## config.mk

```make
export PLATFORM = sky130hd
export DESIGN_NAME = recv_check
export DESIGN_NICKNAME = d
export VERILOG_FILES = /design/src/rtl/recv_check.sv
export SDC_FILE = /design/constraint.sdc
export NUM_CORES = 1
export LEC_CHECK = 0
export ABC_CLOCK_PERIOD_IN_PS = 4680
export CAP_MARGIN = 20
export CELL_PAD_IN_SITES_DETAIL_PLACEMENT = 0
export CELL_PAD_IN_SITES_GLOBAL_PLACEMENT = 2
export CORE_UTILIZATION = 29
export DETAILED_ROUTE_END_ITERATION = 8
export PLACE_DENSITY_LB_ADDON = 0.25
export SLEW_MARGIN = 15
export SYNTH_ARGS = -nofsm -noshare
export SYNTH_HDL_FRONTEND = slang
export SYNTH_SLANG_ARGS = --single-unit
```

## constraint.sdc

```tcl
create_clock -name clk -period 4.68 [get_ports clk]
set_input_delay 0.702 -clock clk [delete_from_list [all_inputs] [get_ports clk]]
set_output_delay 0.702 -clock clk [all_outputs]
set_load 0.05 [all_outputs]
```

## src/rtl/recv_check.sv

```systemverilog
// Receive-side packet checker for one switch output port: parses the header beat,
// checks destination, length and payload pattern, and keeps saturating statistics.
module recv_check #(
  parameter int RX_PORT    = 0,
  parameter int PORT_NUB   = 4,
  parameter int DATA_WIDTH = 32,
  parameter int LENGTH_MAX = 256,
  parameter int PRIORITY   = 8,
  parameter int CNT_WIDTH  = 32,
  localparam int WIDTH_SEL      = $clog2(PORT_NUB),
  localparam int WIDTH_LENGTH   = $clog2(LENGTH_MAX),
  localparam int WIDTH_PRIORITY = $clog2(PRIORITY)
) (
  input  logic                      clk,
  input  logic                      rst,
  input  logic                      clr,
  input  logic                      rd_sop,
  input  logic                      rd_eop,
  input  logic                      rd_vld,
  input  logic [DATA_WIDTH-1:0]     rd_data,
  output logic                      ready,
  output logic                      pkt_done,
  output logic [CNT_WIDTH-1:0]      pkt_cnt,
  output logic [CNT_WIDTH-1:0]      beat_cnt,
  output logic [CNT_WIDTH-1:0]      err_cnt,
  output logic [5:0]                err_code,
  output logic                      err_flag,
  output logic [WIDTH_SEL-1:0]      last_src,
  output logic [WIDTH_PRIORITY-1:0] last_pri,
  output logic [WIDTH_LENGTH-1:0]   last_len
);

  localparam int PW = DATA_WIDTH - WIDTH_SEL;
  localparam int KW = WIDTH_LENGTH + 1;
  localparam logic [5:0] E_DEST  = 6'b000001;
  localparam logic [5:0] E_DATA  = 6'b000010;
  localparam logic [5:0] E_SHORT = 6'b000100;
  localparam logic [5:0] E_LONG  = 6'b001000;
  localparam logic [5:0] E_SOP   = 6'b010000;
  localparam logic [5:0] E_STRAY = 6'b100000;

  typedef enum logic [1:0] {IDLE = 2'd0, PAYLOAD = 2'd1, DROP = 2'd2} state_t;

  state_t                    state_q, state_d;
  logic [KW-1:0]             k_q, k_d, k_inc, len_ext;
  logic [WIDTH_SEL-1:0]      src_q, src_d, h_dest, h_src;
  logic [WIDTH_PRIORITY-1:0] pri_q, pri_d, h_pri;
  logic [WIDTH_LENGTH-1:0]   len_q, len_d, h_len;
  logic [5:0]                perr_q, perr_d, bits, hbits;
  logic                      rdy_q, acc, take_hdr;
  logic [1:0]                n_pkt, n_err;
  logic                      pkt_done_q, pkt_done_d, err_flag_q, err_flag_d;
  logic [CNT_WIDTH-1:0]      pkt_cnt_q, pkt_cnt_d, beat_cnt_q, beat_cnt_d, err_cnt_q, err_cnt_d;
  logic [5:0]                err_code_q, err_code_d;
  logic [WIDTH_SEL-1:0]      last_src_q, last_src_d;
  logic [WIDTH_PRIORITY-1:0] last_pri_q, last_pri_d;
  logic [WIDTH_LENGTH-1:0]   last_len_q, last_len_d;

  function automatic logic [CNT_WIDTH-1:0] sat_add(input logic [CNT_WIDTH-1:0] a,
                                                   input logic [1:0] n);
    logic [CNT_WIDTH:0] s;
    s = {1'b0, a} + {{(CNT_WIDTH - 1){1'b0}}, n};
    sat_add = s[CNT_WIDTH] ? {CNT_WIDTH{1'b1}} : s[CNT_WIDTH-1:0];
  endfunction

  assign acc     = rd_vld & ready;
  assign h_dest  = rd_data[WIDTH_SEL-1:0];
  assign h_src   = rd_data[2*WIDTH_SEL-1:WIDTH_SEL];
  assign h_pri   = rd_data[2*WIDTH_SEL+WIDTH_PRIORITY-1:2*WIDTH_SEL];
  assign h_len   = rd_data[2*WIDTH_SEL+WIDTH_PRIORITY+WIDTH_LENGTH-1:2*WIDTH_SEL+WIDTH_PRIORITY];
  assign k_inc   = k_q + {{(KW - 1){1'b0}}, 1'b1};
  assign len_ext = {1'b0, len_q};

  // Next-state: packet parsing, per-packet error gathering and completion bookkeeping.
  always_comb begin
    state_d = state_q;   k_d = k_q;       src_d = src_q;   pri_d = pri_q;
    len_d = len_q;       perr_d = perr_q; pkt_done_d = 1'b0;
    pkt_cnt_d = pkt_cnt_q; beat_cnt_d = beat_cnt_q; err_cnt_d = err_cnt_q;
    err_code_d = err_code_q; err_flag_d = err_flag_q;
    last_src_d = last_src_q; last_pri_d = last_pri_q; last_len_d = last_len_q;
    n_pkt = 2'd0; n_err = 2'd0; take_hdr = 1'b0; bits = 6'd0; hbits = 6'd0;
    if (acc) begin
      beat_cnt_d = sat_add(beat_cnt_q, 2'd1);
      case (state_q)
        IDLE: begin
          if (rd_sop) begin
            take_hdr = 1'b1;
          end else begin
            n_err = 2'd1; err_code_d = E_STRAY; err_flag_d = 1'b1;
          end
        end
        PAYLOAD, DROP: begin
          if (rd_sop) begin
            // A new header closes the open packet; SOP makes it a failure.
            bits = perr_q | E_SOP | ((k_q < len_ext) ? E_SHORT : 6'd0);
            n_pkt = 2'd1; n_err = 2'd1; pkt_done_d = 1'b1;
            err_code_d = bits; err_flag_d = 1'b1;
            last_src_d = src_q; last_pri_d = pri_q; last_len_d = len_q;
            take_hdr = 1'b1;
          end else if (state_q == PAYLOAD) begin
            bits = perr_q;
            if ((k_q < len_ext) && (rd_data != {src_q, PW'(k_q)})) begin
              bits = bits | E_DATA;
            end else begin
              bits = bits;
            end
            k_d = k_inc;
            if (rd_eop) begin
              if (k_inc < len_ext) bits = bits | E_SHORT;
              else if (k_inc > len_ext) bits = bits | E_LONG;
              else bits = bits;
              n_pkt = 2'd1; pkt_done_d = 1'b1; state_d = IDLE;
              last_src_d = src_q; last_pri_d = pri_q; last_len_d = len_q;
              if (bits != 6'd0) begin
                n_err = 2'd1; err_code_d = bits; err_flag_d = 1'b1;
              end else begin
                n_err = 2'd0;
              end
            end else if (k_q == len_ext) begin
              bits = bits | E_LONG; state_d = DROP;
            end else begin
              state_d = PAYLOAD;
            end
            perr_d = bits;
          end else if (rd_eop) begin
            n_pkt = 2'd1; pkt_done_d = 1'b1; state_d = IDLE;
            last_src_d = src_q; last_pri_d = pri_q; last_len_d = len_q;
            n_err = 2'd1; err_code_d = perr_q; err_flag_d = 1'b1;
          end else begin
            state_d = DROP;
          end
        end
        default: state_d = IDLE;
      endcase
      if (take_hdr) begin
        src_d = h_src; pri_d = h_pri; len_d = h_len; k_d = {KW{1'b0}};
        hbits = (h_dest != WIDTH_SEL'(RX_PORT)) ? E_DEST : 6'd0;
        perr_d = hbits;
        if (rd_eop) begin
          hbits = hbits | ((h_len != {WIDTH_LENGTH{1'b0}}) ? E_SHORT : 6'd0);
          n_pkt = n_pkt + 2'd1; pkt_done_d = 1'b1; state_d = IDLE;
          last_src_d = h_src; last_pri_d = h_pri; last_len_d = h_len;
          if (hbits != 6'd0) begin
            n_err = n_err + 2'd1; err_code_d = hbits; err_flag_d = 1'b1;
          end else begin
            n_err = n_err;
          end
        end else begin
          state_d = PAYLOAD;
        end
      end else begin
        hbits = 6'd0;
      end
      pkt_cnt_d = sat_add(pkt_cnt_q, n_pkt);
      err_cnt_d = sat_add(err_cnt_q, n_err);
    end else begin
      state_d = state_q;
    end
    if (clr) begin
      state_d = IDLE; k_d = {KW{1'b0}}; src_d = '0; pri_d = '0; len_d = '0; perr_d = 6'd0;
      pkt_done_d = 1'b0; pkt_cnt_d = '0; beat_cnt_d = '0; err_cnt_d = '0;
      err_code_d = 6'd0; err_flag_d = 1'b0; last_src_d = '0; last_pri_d = '0; last_len_d = '0;
    end else begin
      pkt_done_d = pkt_done_d;
    end
  end

  // State and statistics registers; reset abandons any partial packet.
  always_ff @(posedge clk or posedge rst) begin
    if (rst) begin
      state_q <= IDLE; k_q <= '0; src_q <= '0; pri_q <= '0; len_q <= '0; perr_q <= 6'd0;
      rdy_q <= 1'b0; pkt_done_q <= 1'b0; pkt_cnt_q <= '0; beat_cnt_q <= '0; err_cnt_q <= '0;
      err_code_q <= 6'd0; err_flag_q <= 1'b0; last_src_q <= '0; last_pri_q <= '0; last_len_q <= '0;
    end else begin
      state_q <= state_d; k_q <= k_d; src_q <= src_d; pri_q <= pri_d; len_q <= len_d;
      perr_q <= perr_d; rdy_q <= 1'b1; pkt_done_q <= pkt_done_d;
      pkt_cnt_q <= pkt_cnt_d; beat_cnt_q <= beat_cnt_d; err_cnt_q <= err_cnt_d;
      err_code_q <= err_code_d; err_flag_q <= err_flag_d;
      last_src_q <= last_src_d; last_pri_q <= last_pri_d; last_len_q <= last_len_d;
    end
  end

  assign ready    = rdy_q & ~clr;
  assign pkt_done = pkt_done_q;
  assign pkt_cnt  = pkt_cnt_q;
  assign beat_cnt = beat_cnt_q;
  assign err_cnt  = err_cnt_q;
  assign err_code = err_code_q;
  assign err_flag = err_flag_q;
  assign last_src = last_src_q;
  assign last_pri = last_pri_q;
  assign last_len = last_len_q;

endmodule

```

==> qor.yml, run 1 <==
run_status:
  status: "finished, violations left"
  violations: "setup timing"
clock_tree:
  htree_levels: 4
  cts.path.max_buffers: 2
  cts_sinks: 146
  cts.clk_slew.worst_paths_ns: 0.06
  clk_latency_ns: 0.43
  cts-root-buf: "clkbuf_16"
  cts_tree: "done"
  cts_made_buffers: 17
worst_setup_path:
  arrival_ns: 5.05
  r2r-end: "err_cnt[9]"
  regToRegStartpoint: "k_q[1]"
  crit_end: "err_cnt[9]"
  cp_max_fo: 5
  rrSetupSlack_ns: -0.03
  ff2ff_path_depth: 23
  worst-endpoint-required_ns: 5.02
  path_class: "flop to flop"
  endpoint_kind: "flop"
  critPathLaunch: "k_q[1]"
  cp-start-kind: "flop"
synthesis:
  postSynthAreaPerCell_um2: 8.844
  async_reset_ff_frac: 1.000
  ys_ff_latch: 146
  synth-main-ff-cell: "dfrtp_1"
  netlist_instances: 996
  synth_edf_count: 0
  synth_cell_types: 75
  ys_seq_area_frac: 0.4148
  syn_area_um2: 8808
  yosysWarnings: 0
  synth_fp_nets: 1064
route:
  via_count: 8551
  first_pass_iters: 5
  wl_met1_um: 14780
  first_iter_violations: 566
  vias_per_cell: 5.314
  wl_per_cell_um: 18.97
  topRoutingLayerUsed: "met4"
  wl_met2_um: 14210
  drc: 0
  wl_met3_um: 1150
  wirelength_um: 30530
  antenna_left: 0
placement:
  port_buffers: 155
  dp_hpwl_um: 21180
  gp_congestion: 0.8070
  placed_cell_area_um2: 11170
  dp_slack_ns: -0.2944
sta:
  setup_slack_ns: -0.03483
  setup_viol: 10
  slew_viol_final: 0
  fin_crit_ns: 4.715
  hold_viol: 0
  clock.fmax_ghz: 0.2121
  whs_ns: 0.5169
  finalCritPeriodShare: 1.007
  maxSlewHeadroom: 0.3477
  grt_setup_unrepaired: "true"
  worstMarginPinSlew_ns: 0.9748
  skew_ns: 0.01215
power:
  p_total_mw: 3.093
  p_leak_nw: 4.971
  ir_drop_v: 0.0002393
  power_density_nw_per_um2: 255.1
grt:
  grt_start_max_net_pins: 86
  track_usage: 0.1990
  grt_overflow: 0
  grt_pass1_vias: 8350
  antenna_found_initial: 0
  grt_pass1_wl_um: 48260
cells_and_area:
  final_common_cell: "clkdlybuf4s50_1"
  fin_area_um2: 12120
  layout_common_cells: "clkdlybuf4s50_1, dfrtp_1, nor2_1"
  fin_nets: 1275
  syn_to_final_growth_pct: 37.64
  seq_area_um2: 3654
  drive_above_1_share: 0.1608
  multiInputGateArea_um2: 4964
  final.fill_count: 3013
  n_antenna_cell: 0
worst_hold_path:
  worstHoldPathType: "flop to flop"
  min_path_cells: 1
floorplan:
  die_x_um: 176.3
  start_util: 0.2956
  coreArea_um2: 29800
  io_pins: 156
  core.rowCount: 63
  fp.dieArea_um2: 31070
  fp.dieH_um: 176.3
flow_run:
  maxCapViolations: 0
-- area by class of cell --
cell class              instances  share of cell area
inverters                      35             0.01125
multi-input cells             760              0.4094
clock buffers                  18             0.03622
well taps                     390             0.04025
repair buffers                247              0.1883
clock inverters                13             0.01321
flip-flops and latches        146              0.3013
-- registers in the layout (all words and copies together) (netlist names), 3 cells and up --
register  count
last_pri      3
err_cnt      32
pkt_cnt      32
err_code      6
k_q           9
beat_cnt     32
perr_q        4
len_q         8
last_len      8
pri_q         3
-- report_power, final --
part           internal [mW]  switching, mW  leakage [nW]
registers               1.28         0.0172          2.02
logic                  0.128          0.230          2.65
clock network          0.851          0.587         0.292
-- synthesized netlist by cell type (4+ instances only) --
library cell	n	area, um2
a211oi_1	38	285.3
a21oi_1	76	380.4
a22o_1	10	87.58
a311oi_1	19	166.4
a31oi_1	18	112.6
a41oi_1	6	52.55
and2_1	11	68.82
and3_1	35	219.0
and3b_1	4	35.03
and4_1	14	122.6
buf_2	10	50.05
clkbuf_1	38	142.6
dfrtp_1	146	3654
ha_1	28	350.3
inv_1	33	123.9
mux2i_1	14	140.1
nand2_1	82	307.8
nand2b_1	6	37.54
nand3_1	50	250.2
nand4_1	15	93.84
nand4_2	6	75.07
nor2_1	100	375.4
nor3_1	30	150.1
nor3_2	4	40.04
nor4_1	11	68.82
o211a_1	4	40.04
o211ai_1	5	37.54
o21a_1	6	45.04
o21ai_0	61	305.3
o221a_2	4	45.04
o22ai_1	14	87.58
o31ai_1	6	45.04
or2_2	4	25.02
xnor2_1	14	122.6
xor2_1	5	43.79
-- stage by stage --
step,TNS (ns),cells,util
after floorplan,0,996,-
final,-0.1727,1609,0.4069
after CTS,-1.037,1599,0.4006
after global routing,-6.368,1609,0.4069
after detailed placement,-6.033,1558,0.3750
after global placement,-2.435,1558,0.3750
-- how the worst min path moves through the flow --
stage          slack [ns]  startpoint         end
2_1_floorplan        0.47   perr_q[0]   perr_q[0]
3_3_place_gp         0.49  state_q[1]  state_q[1]
3_5_place_dp         0.50    pri_q[0]    pri_q[0]
4_1_cts              0.52    pri_q[0]    pri_q[0]
5_1_grt              0.53    pri_q[0]    pri_q[0]
6_report             0.52    pri_q[0]    pri_q[0]
-- layer usage --
layer	GRT usage	vias to the layer above
met5	0	-
met2	0.3171	184
met3	0.03424	23
met1	0.2775	4185
met4	0.05036	0
li1	-	4159
-- worst max-delay path: stages, from the launching register on --
cell and delay [ns]:
dfrtp_1 0.40, and3_4 0.20, and3_4 0.18, and3_4 0.15
xor2_2 0.14, ha_1 0.29, buf_4 0.10, o21a_1 0.12
o22ai_2 0.08, o31ai_2 0.31, o211ai_1 0.15, and2_1 0.17
ha_1 0.26, a32o_2 0.14, ha_4 0.13, inv_2 0.04
fa_2 0.35, and3b_2 0.26, and4_1 0.22, nand4_1 0.28
buf_6 0.26, a21oi_1 0.12, nor2_1 0.08, a311oi_2 0.18
-- what timing repair did --
action,CTS,global route
endpoints found under the setup margin,30,30
resized for setup,20,34
setup buffers,10,8
pin swaps,21,26
cloned,0,2
hold buffers,0,0
-- cells by family (layout without fill, tap and decap cells) --
family                   Yosys count  in the layout  synth area share
multiplexers                      15             15           0.01719
other                              1              1         0.0004257
XOR/XNOR                          19             19           0.01889
adder cells (fa/ha/maj)           30             30           0.04432
flip-flops                       146            146            0.4148
AND/OR/NAND/NOR                  399            399            0.2416
buffers and inverters             90            313           0.04276
AO/OA/AOI/OAI                    296            296            0.2200
Note: power is estimated with default switching activity, not from simulation.
==> run 2, diff against run 1 <==
Settings changed: ABC_CLOCK_PERIOD_IN_PS 4680 to 5800, CORE_UTILIZATION 29 to 35, MAX_ROUTING_LAYER set to met4, SLEW_MARGIN 15 to unset.
Clock period 4.68 ns to 5.8 ns, I/O delays scaled along.
==> qor.yml, run 2 (same netlist as run 1, synthesis figures left out) <==
clock_tree:
  cts_setup_buffers: 0  # was 10
  ctsHoldBuffers: 0  # unchanged
  clk_latency_ns: 0.43  # about the same
  cts_made_buffers: 17  # unchanged
  cts.path.max_buffers: 2  # unchanged
  cts_sinks: 146  # unchanged
  cts.clk_slew.worst_paths_ns: 0.07  # was 0.06 ns
  htree_levels: 4  # unchanged
  cts_tree: "done"  # unchanged
  cts-root-buf: "clkbuf_16"  # unchanged
cells_and_area:
  multiInputGateArea_um2: 4793  # was 4964 um2
  seq_area_um2: 3655  # was 3654 um2
  fin_nets: 1197  # was 1275
  final_common_cell: "clkdlybuf4s50_1"  # unchanged
  layout_common_cells: "clkdlybuf4s50_1, dfrtp_1, nor2_1"  # unchanged
  syn_to_final_growth_pct: 27.74  # was 37.64%
  n_antenna_cell: 0  # unchanged
  fin_util: 0.4586  # was 0.4069
  final.fill_count: 2397  # was 3013
  drive_above_1_share: 0.07537  # was 0.1608
placement:
  dp_hpwl_um: 19410  # was 21180 um
  port_buffers: 155  # unchanged
  gp_congestion: 0.8220  # was 0.8070
floorplan:
  io_pins: 156  # unchanged
  die_x_um: 160.6  # was 176.3 um
  fp.dieH_um: 160.6  # was 176.3 um
  coreArea_um2: 24530  # was 29800 um2
  fp.dieArea_um2: 25810  # was 31070 um2
  core.rowCount: 57  # was 63
  start_util: 0.3590  # was 0.2956
run_status:
  status: "complete, no violations"  # was finished, violations left
route:
  first_iter_violations: 530  # was 566
  wl_per_cell_um: 19.19  # was 18.97 um
  first_pass_iters: 5  # unchanged
  wirelength_um: 28110  # was 30530 um
  drc: 0  # unchanged
  antenna_left: 0  # unchanged
  vias_per_cell: 5.695  # was 5.314
  via_count: 8343  # was 8551
worst_setup_path:
  critPathLaunch: "k_q[1]"  # unchanged
  crit_chain: "ha_1 > nand3_1 > xnor2_1 > ha_1 > nand4_1 > o211ai_1 > o22ai_1 > o31ai_2 > o211ai_1 > and2_1 > ha_1 > a32o_1 > ha_1 > inv_1 > fa_1 > and3b_1 > and4_1 > nand4_1 > buf_4 > o21ai_0 > a21oi_1 > a311oi_1"  # was and3_4 > and3_4 > and3_4 > xor2_2 > ha_1 > buf_4 > o21a_1 > o22ai_2 > o31ai_2 > o211ai_1 > and2_1 > ha_1 > a32o_2 > ha_4 > inv_2 > fa_2 > and3b_2 > and4_1 > nand4_1 > buf_6 > a21oi_1 > nor2_1 > a311oi_2
  critPathTopFamily: "compound AO/OA/AOI/OAI gates"  # was simple AND/OR/NAND/NOR gates
  critical_path.max_stage_delay_ns: 0.42  # was 0.40 ns
  endpoint_kind: "flop"  # unchanged
  arrival_ns: 5.65  # was 5.05 ns
  crit_buf_inv: 2  # was 3
  slowest_stage: "dfrtp_1"  # unchanged
  worst_path_most_repeated_cell: "ha_1"  # was and3_4
  path_class: "flop to flop"  # unchanged
  cp_max_fo: 19  # was 5
  worst-endpoint-required_ns: 6.12  # was 5.02 ns
  regToRegStartpoint: "k_q[1]"  # unchanged
  cp-start-kind: "flop"  # unchanged
sta:
  finalCritPeriodShare: 0.9188  # was 1.007
  maxSlewHeadroom: 0.3681  # was 0.3477
  hold_viol: 0  # unchanged
  skew_ns: 0.01093  # was 0.01215 ns
  grt_setup_unrepaired: "false"  # was true
  whs_ns: 0.5116  # was 0.5169 ns
  tns_ns: 0  # was -0.1727 ns
  clock.fmax_ghz: 0.1877  # was 0.2121 GHz
  worstMarginPinSlew_ns: 0.9479  # was 0.9748 ns
  setup_viol: 0  # was 10
  slew_viol_final: 0  # unchanged
  fin_crit_ns: 5.329  # was 4.715 ns
grt:
  grt_overflow: 0  # unchanged
  grt_pass1_wl_um: 45700  # was 48260 um
  grt_pass1_vias: 7971  # was 8350
  antenna_found_initial: 0  # unchanged
  groute.layer.met2.usage: 0.3457  # was 0.3171
  top_usage_layer: "met2"  # unchanged
  grt_start_max_net_pins: 107  # was 86
  track_usage: 0.2290  # was 0.1990
  met3_usage: 0.03926  # was 0.03424
  met1_usage: 0.3147  # was 0.2775
worst_hold_path:
  worstHoldPathType: "flop to flop"  # unchanged
  hold_start: "pri_q[1]"  # was pri_q[0]
power:
  p_leak_nw: 4.532  # was 4.971 nW
  ir_drop_v: 0.0001534  # was 0.0002393 V
  power_density_nw_per_um2: 214.0  # was 255.1 nW/um2
flow_run:
  maxCapViolations: 0  # unchanged
[run 2: worst paths after layout]
check	slack (ns)	cells after the start	endpoint
setup / recovery	0.47	22	err_cnt[13]
hold / removal	0.51	1	pri_q[1]
hold reg to reg	0.51	1	pri_q[1]
max in group asynchronous	3.74	4	pkt_cnt[29]
min in group asynchronous	0.80	2	beat_cnt[23]
setup reg to reg	0.47	22	err_cnt[13]
[run 2: report_power, final]
group | total [mW] | switching (mW) | internal (mW)
clock | 1.10 | 0.469 | 0.631
combinational | 0.264 | 0.176 | 0.0875
sequential | 1.05 | 0.0132 | 1.03
total | 2.41 | 0.658 | 1.75
[run 2: per-stage QoR]
stage / setup slack [ns] / cell area (um2) / power [mW] / instances
3_5_place_dp: 0.3519 / 10640 / 1.327 / 1433
4_1_cts: 0.2941 / 11210 / 2.428 / 1464
2_1_floorplan: 1.007 / 8808 / 1.218 / 996
6_report: 0.4710 / 11250 / 2.408 / 1465
3_3_place_gp: 0.4167 / 10620 / 1.324 / 1432
5_1_grt: 0.03794 / 11250 / 2.492 / 1465
[run 2: final cells by class]
cell class | instances | area share
tap | 324 | 0.03603
timing repair buffer | 169 | 0.1506
clock inverter | 13 | 0.01234
clock buffer | 18 | 0.03814
multi-input combinational | 760 | 0.4260
inverter | 35 | 0.01212
sequential | 146 | 0.3248
[run 2: what timing repair did]
item / 4_1_cts / 5_1_grt
gates resized for setup: 0 / 3
endpoints found under the setup margin: 0 / 17
endpoints found under the hold margin: 0 / 0
[run 2: layer usage]
layer	share of wire	vias to the layer above	wire length (um)
met1	0.47	4058	13250
met2	0.46	265	12830
met4	0.016	0	448
met3	0.056	29	1587
met5	0	-	0
li1	-	3991	-
==> RTL edit: new RTL, settings of run 1 <==
`DATA_WIDTH`: 32 -> 48.
--- a/src/rtl/recv_check.sv
+++ b/src/rtl/recv_check.sv
@@ -3,7 +3,7 @@
 module recv_check #(
   parameter int RX_PORT    = 0,
   parameter int PORT_NUB   = 4,
-  parameter int DATA_WIDTH = 32,
+  parameter int DATA_WIDTH = 48,
   parameter int LENGTH_MAX = 256,
   parameter int PRIORITY   = 8,
   parameter int CNT_WIDTH  = 32,
Interface: changed (resized rd_data); port bits go from 156 to 172. The function was not compared with the original's and may differ.
==> RTL edit against run 1 <==
The run still ends with setup timing left; fmax decreased by 15%; wire length increased by 0.55%; combinational power increased by 3%; critical path depth increased by 2; core utilization increased by 1.3 points; via count increased by 6.0%; non-clock buffer count increased by 33; final area increased by 3.5%; synthesized area increased by 0.54%; worst setup slack got worse by 0.81 ns; total power decreased by 1.7%; sequential cell count unchanged; largest power group unchanged; highest routed layer unchanged.
==> RTL edit: results (changes against run 1) <==
run_status:
  outcome: "finished, violations left"  # unchanged
  violations: "setup timing"  # unchanged
layout:
  post-route-util_pct: 42.0  # was 40.7%
  n_fill_cell: 2992  # was 3,013
  multiInputCombCellCount: 800  # was 760
  drive_gt1_share_pct: 15.9  # was 16.1%
  area_share_clock_buf_inv_pct: 4.52  # was 4.94%
  n_all_inverters: 40  # was 35
  clock_buffers: 19  # was 18
  multi_input_area_sq_mm: 0.00508  # was 0.00496 sq mm
  buffers: 280  # was 247
  buffer_area_share_pct: 20.7  # was 18.8%
place:
  place_ws_ns: -1.06  # was -0.294 ns
  io_buffers: 171  # was 155
  placedCellCount: 1643  # was 1,558
  gp_congestion: 0.831  # was 0.807
  place_area_sq_mm: 0.0117  # was 0.0112 sq mm
synth:
  synthAdderAreaFrac_pct: 4.41  # was 4.43%
  synth_top_cells_by_count: "dfrtp_1, nor2_1, a21oi_1"  # was dfrtp_1, nor2_1, nand2_1
  synthesis.nets: 1130  # was 1,064
  synth_compound_area_share_pct: 21.9  # was 22.0%
  synthXorXnorAreaFrac_pct: 1.78  # was 1.89%
  syn_avg_cell_area_sq_um: 8.47  # was 8.84 sq um
  netlist_top_cells_area: "dfrtp_1, a21oi_1, nor2_1"  # unchanged
  ys_seq_area_share_pct: 41.3  # was 41.5%
  synth_mux_area_share_pct: 1.92  # was 1.72%
timing:
  skew_ns: 0.0162  # was 0.0122 ns
  worst_slack_ns: -0.846  # was -0.0348 ns
  holdWs_ns: 0.515  # was 0.517 ns
  finalSetupViolations: 32  # was 10
  final.setup.tns_ns: -23.81  # was -0.173 ns
die:
  dieArea_sq_mm: 0.0312  # was 0.0311 sq mm
worst_setup_path:
  r2r-start: "k_q[0]"  # was k_q[1]
  reg2reg_depth: 25  # was 23
  crit_arrival_ns: 5.85  # was 5.05 ns
global_routing:
  gr-usage-all-layers_pct: 20.0  # was 19.9%
  grt_pass1_vias: 8821  # was 8,350
  grt_start_max_net_pins: 78  # was 86
  grt_pass1_wl_um: 49100  # was 48,300 um
routing:
  vias: 9068  # was 8,551
  drt-met1-wl_um: 14700  # was 14,800 um
  wire_per_inst_um: 18.2  # was 19.0 um
pwr:
  ir_worst_vdd_mv: 0.247  # was 0.239 mV
min_path:
  whs_endpoint: "pkt_cnt[22]"  # was pri_q[0]
  min_from: "pkt_cnt[22]"  # was pri_q[0]
RTL edit: changes by cell type after synthesis, moves of 10 or more:
| cell | run 1 | this run |
|---|---|---|
| a211oi_1 | 38 | 15 |
| a21oi_1 | 76 | 105 |
| buf_2 | 10 | 0 |
| clkbuf_1 | 38 | 57 |
| nand2_1 | 82 | 64 |
| nand3_1 | 50 | 77 |
| nor2_1 | 100 | 118 |
| nor3_1 | 30 | 40 |
| o21ai_0 | 61 | 71 |
RTL edit: critical path: stages (launching register included):
cell,delay (ns)
dfrtp_2,0.43
ha_4,0.18
nand3_4,0.10
nor2_4,0.04
xor2_1,0.14
ha_1,0.31
nand4_1,0.07
or4_4,0.42
or4_4,0.43
or4b_4,0.52
a211oi_4,0.20
a21oi_2,0.08
ha_1,0.27
nor2_1,0.04
a311o_1,0.28
a21oi_2,0.13
ha_2,0.20
inv_2,0.04
fa_2,0.32
nand3b_1,0.20
nor3_2,0.18
buf_4,0.17
and4_4,0.26
and3_4,0.20
nand3_2,0.06
o211a_1,0.12
RTL edit: power by group through the flow:
| stage | logic [uW] | clock network, uW | registers, uW |
|---|---|---|---|
| 6_report | 370 | 1380 | 1290 |
| 5_1_grt | 406 | 1460 | 1300 |
| 4_1_cts | 373 | 1410 | 1290 |
| 3_5_place_dp | 367 | 0 | 1320 |
| 3_3_place_gp | 367 | 0 | 1320 |
| 2_1_floorplan | 164 | 0 | 1340 |
RTL edit: what timing repair did:
| item | 4_1_cts | 5_1_grt |
|---|---|---|
| buffers inserted | 7 | 6 |
| pin swaps | 28 | 7 |
| endpoints found under the setup margin | 32 | 32 |
| hold buffers | 0 | 0 |
| gates resized for setup | 36 | 9 |
RTL edit: layer usage:
metal,track usage (%),vias up
met5,0,-
met4,5.93,0
met3,3.29,27
met2,32.3,220
met1,27.2,4445
li1,-,4376
